File: src/rtl/cfi_ret_stack.sv
// Circular return-address LIFO: push on full overwrites the oldest entry; clear beats push/pop.
module cfi_ret_stack #(
    parameter int unsigned DEPTH = 16,
    parameter int unsigned WIDTH = 64
) (
    input  logic             clk_i,
    input  logic             rst_ni,
    input  logic             clear_i,
    input  logic             push_i,
    input  logic             pop_i,
    input  logic [WIDTH-1:0] data_i,
    output logic [WIDTH-1:0] top_o,
    output logic             empty_o
);
    localparam int unsigned PTR_W = $clog2(DEPTH);
    localparam int unsigned CNT_W = $clog2(DEPTH + 1);

    logic [WIDTH-1:0] mem [DEPTH];
    logic [PTR_W-1:0] ptr_q, ptr_n, wr_addr;
    logic [CNT_W-1:0] cnt_q, cnt_n;
    logic             wr_en;

    always_comb begin
        ptr_n   = ptr_q;
        cnt_n   = cnt_q;
        wr_en   = 1'b0;
        wr_addr = ptr_q + PTR_W'(1);
        if (clear_i) begin
            ptr_n = '0;
            cnt_n = '0;
        end else if (push_i && pop_i) begin
            // Pop then push nets out to replacing the top entry in place.
            wr_en   = 1'b1;
            wr_addr = ptr_q;
        end else if (push_i) begin
            wr_en = 1'b1;
            ptr_n = ptr_q + PTR_W'(1);
            if (cnt_q != CNT_W'(DEPTH)) begin
                cnt_n = cnt_q + CNT_W'(1);
            end
        end else if (pop_i && (cnt_q != '0)) begin
            ptr_n = ptr_q - PTR_W'(1);
            cnt_n = cnt_q - CNT_W'(1);
        end
    end

    always_ff @(posedge clk_i or negedge rst_ni) begin
        if (!rst_ni) begin
            ptr_q <= '0;
            cnt_q <= '0;
        end else begin
            ptr_q <= ptr_n;
            cnt_q <= cnt_n;
        end
    end

    always_ff @(posedge clk_i) begin
        if (wr_en) begin
            mem[wr_addr] <= data_i;
        end
    end

    assign top_o   = mem[ptr_q];
    assign empty_o = (cnt_q == '0);
endmodule

File: config.mk
export PLATFORM = sky130hd
export DESIGN_NAME = cfi_ret_stack
export DESIGN_NICKNAME = d
export VERILOG_FILES = /design/src/rtl/cfi_ret_stack.sv
export SDC_FILE = /design/constraint.sdc
export NUM_CORES = 1
export LEC_CHECK = 0
export ABC_AREA = 1
export ABC_CLOCK_PERIOD_IN_PS = 8900
export CAP_MARGIN = 20
export CORE_MARGIN = 5
export CORE_UTILIZATION = 25
export CTS_BUF_LIST = sky130_fd_sc_hd__clkbuf_4 sky130_fd_sc_hd__clkbuf_8 sky130_fd_sc_hd__clkbuf_16
export DETAILED_ROUTE_END_ITERATION = 10
export PLACE_DENSITY = 0.44
export SLEW_MARGIN = 20
export SYNTH_ARGS = -nofsm -noshare
export SYNTH_HDL_FRONTEND = slang
export SYNTH_SLANG_ARGS = --single-unit
File: constraint.sdc
create_clock -name clk_i -period 8.9 [get_ports clk_i]
set_clock_uncertainty 0.05 [all_clocks]
set_input_delay 0.89 -clock clk_i [delete_from_list [all_inputs] [get_ports clk_i]]
set_output_delay 0.89 -clock clk_i [all_outputs]
set_load 0.01 [all_outputs]
==> results of run 1 <==
-- metal layers --
metal	vias up	share of wire, %	GRT usage (%)
li1	11900	-	-
met1	12600	46	18.3
met2	467	47	22.0
met4	14	1.9	3.33
met3	150	4.9	2.58
met5	-	0.068	0
-- cell families after synthesis --
| family | Yosys count | share of synthesized area, % |
|---|---|---|
| DFF | 1033 | 75.6 |
| xor gates and xnor gates | 3 | 0.0641 |
| adders and majority gates | 6 | 0.201 |
| and+or+nand+nor | 1961 | 20.4 |
| buffers and inverters | 329 | 3.63 |
| AOI/OAI and AO/OA | 11 | 0.143 |
-- registers in the layout, summed over array words and instances, names as in the netlist --
name and cells:
cnt_q 5, mem 1024, ptr_q 4
-- critical path: stages, from the launching register on --
cell and delay, ns:
dfrtp_4 0.80, inv_8 0.65, buf_4 0.75, buf_4 0.90, nand2_1 0.12, nand3_1 0.13
nand2_1 0.07, inv_1 0.05, nand4_1 0.07, nand2_1 0.20, clkdlybuf4s50_1 0.57
-- path summary, 6_finish.rpt --
check,cells past startpoint,start,slack [ns],endpoint
setup / recovery,10,ptr_q[0],2.91,top_o[47]
hold / removal,1,rst_ni,0.46,cnt_q[3]
setup reg to reg,9,ptr_q[0],4.09,mem[12][15]
hold reg to reg,2,cnt_q[3],0.48,cnt_q[3]
max in group asynchronous,1,rst_ni,7.97,ptr_q[3]
min in group clk_i,2,cnt_q[3],0.48,cnt_q[3]
-- report_power, final --
group / switching (mW) / internal (mW)
Sequential: 0.109 / 5.57
Combinational: 2.31 / 1.09
Clock: 1.90 / 2.57
Total: 4.31 / 9.23
-- cell usage after synthesis, drive strengths merged, types with 3 or more instances --
cell,instances,area share [%]
buf,165,2.1
clkbuf,21,0.19
dfrtp,9,0.55
edfxtp,1024,75
ha,5,0.15
inv,143,1.3
nand2,1270,12
nand3,529,6.5
nand4,127,1.9
nor2,33,0.33
o21ai,9,0.11
xor2,3,0.064
-- cell type report --
class                           instances  area, sq um  area share (%)
Antenna cell                            8         20.0          0.0415
Clock buffer                          135         2980            6.17
Clock inverter                         65          515            1.07
Inverter                              143          552            1.14
Multi-Input combinational cell       1981         8660            18.0
Sequential cell                      1033        31000            64.2
Tap cell                             2175         2720            5.64
Timing Repair Buffer                  180         1790            3.72
-- stage by stage --
step	instances	hold WS (ns)	utilization, %	total power, mW	setup slack, ns
2_1_floorplan	3343	0.425	-	7.60	4.05
3_3_place_gp	5510	0.457	27.4	9.30	3.39
3_5_place_dp	5512	0.467	27.4	9.30	3.36
4_1_cts	5712	0.401	29.6	13.8	2.54
5_1_grt	5712	0.461	29.6	14.3	2.35
6_report	5720	0.463	29.6	13.5	2.91
==> impl_results.md, run 1 <==
- WL final: roughly 120000 microns
- Die Span Y: 415 microns
- Slew headroom: 25.4%
- Fmax: 167 MHz
- Final setup violation count: 0
- Number of antenna violations at the first check in global routing: 20
- Minimum clock period: 5.99 ns
- Number of fill cells in the layout: about 17000
- Row Count: approximately 150
- WP data arrival: 5.05 ns
- Unrepaired setup endpoints after global routing: no
- Crit-path max FO: 130
- Commonest non-fill, non-tap cell in the layout: nand2_1
- Syn_area_per_cell: 12.3 sq um
- Pleak: 16.7 nW
- Drt wl/cell: 20.7 microns
- Final nets: 3524
- Slew Viols, Final: 0
- CTS Hold Buffers Added: 0
- Hold WC Path Type: in2async
- GRT Overall Usage: between 10% and 20%
- Post-Syn Instances: between 3000 and 4000
- Type of origin of the critical path: flip-flop
- CP required: 7.96 ns
- Measured slew at the worst slew-check pin: roughly 1.1 ns
- Final instance area: 0.0482 sq mm
- Sequential share of the synthesized area: 75.6%
- Share of cells above drive strength 1: roughly 7%
- Top-Level Pins: roughly 130
- Most frequent cells in the layout: nand2_1, edfxtp_1, nand3_1
- DP Area: between 0.04 and 0.05 sq mm
- Asr flop ratio synth: less than 1%
- Fin. Hold Viols: 0
- Critical path class: reg2out
- Routed vias: 25100
- Total die area: around 0.17 sq mm
- CTS tree: done
- RePlAce Congestion: 0.694
- Post-CTS Setup Bufs: 0
- Clk root buf: clkbuf_16
- CTS-repair resized insts: 0
- Global-route wire length before repair: around 170000 microns
- Max IR drop VDD: 0.250 mV
- CP Capture Type: primary output
- Worst-path clk slew: 0.06 ns
- Max_cap viols: 0
- Drt pass-1 iters: 5
- Port Buffer Count: 133
- H-tree lvl count: 3
- Synth Cell Area: 0.0410 sq mm
- Total core area: roughly 0.16 sq mm
- Yosys warnings: 0
- Hpwl dp: 56300 microns
- Mapped Nets: 3418
- Status: finished clean
- Total CTS buffers: 110
- Setup_tns: 0 ns
- Main synth FF type: edfxtp_1
- Layout Area Growth over Synthesis: 17.7%
- Number of global-route vias before repair: 24300
- Worst-skew pair later-pin latency: 0.71 ns
- Post-route ant nets: 0
- Netlist cell types: 24
- Final worst-path cycle share: 67.3%
- Initial Util: 25.2%
- CTS max path bufs: 3
- 1st-iter DRT viols: between 1500 and 2000
- Gr ovfl total: 0
- Largest net degree at the start of global routing: 192
- Clock sinks: 1033
- Via/cell ratio: ~4.4
- Pwr dens: 281 mW/mm^2
- Post-synth EDFFs: roughly 1000
- # DRC: 0
- Die X: around 410 microns
- #FFs+latches synth: 1033
Note: power is estimated with default switching activity, not from simulation.
==> inputs of run 2 (changes only) <==
- ABC_CLOCK_PERIOD_IN_PS: 8900 -> 5190
- PLACE_DENSITY: 0.44 -> 0.46
- clock period: 8.9 -> 5.19 ns (I/O delays scaled with it)
==> impl_results.md, run 2 (synthesis results as in run 1) <==
- Status: finished clean
- Crit-path cells: buf_4 > buf_12 > nand2_1 > nand3_1 > nand2_1 > inv_1 > nand4_1 > nand2_1 > clkdlybuf4s50_1
- Slew Viols, Final: 0
- Setup WS pre-CTS: 1.39 ns
- Hpwl dp: 54300 microns
- Pleak: 16.8 nW
- Multi-input gate area in the final layout: 0.00866 sq mm
- Total die area: 0.172 sq mm
- Minimum clock period: 4.44 ns
- Post-CTS Setup Bufs: 0
- Final setup violation count: 0
- DP Area: between 0.04 and 0.05 sq mm
- Largest registers: mem x1024, cnt_q x5, ptr_q x4
- Port Buffer Count: 133
- GRT Overall Usage: 13.1%
- Fin. Hold Viols: 0
- Fmax: 225 MHz
- Commonest non-fill, non-tap cell in the layout: nand2_1
- Most used cell along the critical path: nand2_1
- Most frequent cells in the layout: nand2_1, edfxtp_1, nand3_1
- Total CTS buffers: around 110
- # DRC: 0
- CP max-delay cell: clkdlybuf4s50_1
- Largest net degree at the start of global routing: 177
- Die X: 415 microns
- WP data arrival: 3.87 ns
- Total core area: 0.163 sq mm
- Via/cell ratio: 4.36
- Crit-path max FO: 162
- Drt pass-1 iters: 5
- Max IR drop VDD: about 0.38 mV
- Initial Util: 25.2%
- Routed vias: between 20000 and 25000
- Reg2reg setup slack: 1.63 ns
- Unrepaired setup endpoints after global routing: no
- Final nets: 3527
- Reg2reg start: ptr_q[0]
- Setup_tns: 0 ns
- CP Capture Type: primary output
- Max_cap viols: 0
- Layout Area Growth over Synthesis: 18.1%
- Final worst-path cycle share: between 80% and 90%
- Clk root buf: clkbuf_16
- Reg2Reg Capture Point: mem[8][62]
- H-tree lvl count: 3
- WL final: approximately 120000 microns
- CTS-repair resized insts: 0
- Number of fill cells in the layout: 16500
- Number of antenna violations at the first check in global routing: 12
- Final WS setup: 0.749 ns
- Max reg flops: 1024
- Worst r2r path cells: 8
- Clock sinks: 1033
- Biggest register: mem
- Total Power: around 23 mW
- Final instance area: 0.0484 sq mm
- Top-Level Pins: between 100 and 150
- Share of cells above drive strength 1: 7.31%
- CP required: 4.62 ns
- Global-route wire length before repair: 169000 microns
- Gr ovfl total: 0
- Pwr dens: 483 mW/mm^2
- Post-route ant nets: 0
- 1st-iter DRT viols: about 1800
- Drt wl/cell: 20.2 microns
- CTS max path bufs: 3
- Type of origin of the critical path: flip-flop
- FF/Latch Area: roughly 0.031 sq mm
- Row Count: 148
- Number of global-route vias before repair: approximately 24000
- Slew headroom: 29.8%
- CTS tree: done
- Hold WC Path Type: in2async
- Critical path class: reg2out
- Worst-path clk slew: 0.06 ns
- CTS Hold Buffers Added: 0
- Die Span Y: 415 microns
- Measured slew at the worst slew-check pin: 1.05 ns
- Worst-skew pair later-pin latency: 0.68 ns
- CP peak stage delay: 0.59 ns
- RePlAce Congestion: between 0.6 and 0.7
run 2: changes by cell type in the layout (fill, tap and decap cells not counted), moves of 4 or more:
cell / delta
clkinv_1: -9
bufinv_16: +8
clkbuf_16: -7
clkinv_2: +7
buf_4: +5
clkbuf_4: -5
buf_12: +4
run 2: final cells by class:
class | count | area share [%]
flip-flops and latches | 1033 | 64.0
multi-input cells | 1981 | 17.9
clock buffers | 123 | 5.71
well taps | 2175 | 5.62
repair buffers | 188 | 3.89
clock inverters | 74 | 1.71
inverters | 143 | 1.14
diodes | 7 | 0.0362
run 2: report_power, final:
part	switching (mW)	internal, mW	total [mW]
Combinational	4.01	1.90	5.91
Clock	3.24	4.58	7.82
Sequential	0.103	9.55	9.65
run 2: how the worst max path moves through the flow:
stage	start	to
6_report	ptr_q[0]	top_o[2]
5_1_grt	ptr_q[0]	top_o[9]
4_1_cts	ptr_q[0]	top_o[9]
3_5_place_dp	push_i	mem[8][61]
3_3_place_gp	push_i	mem[8][62]
2_1_floorplan	ptr_q[0]	mem[0][0]
run 2: per-layer routing:
layer / global-route usage (%) / wire length (microns) / vias up
met5: 0 / 41 / -
met2: 21.6 / 54900 / 466
li1: - / - / 11900
met4: 3.54 / 2450 / 6
met1: 17.6 / 52900 / 12400
met3: 2.50 / 5370 / 149
run 2: worst max-delay path: cells and delay by family (launching register included):
family	cells	cell delay, ns
flip-flops	1	0.47
buffers and inverters	4	1.76
AND/OR/NAND/NOR	5	0.63
run 2: metrics by stage:
step | hold WS (ns) | utilization, % | instances
after floorplan | 0.173 | - | 3343
after global placement | 0.469 | 27.5 | 5520
after detailed placement | 0.477 | 27.5 | 5520
after CTS | 0.0601 | 29.7 | 5717
after global routing | 0.0943 | 29.7 | 5718
final | 0.105 | 29.7 | 5724
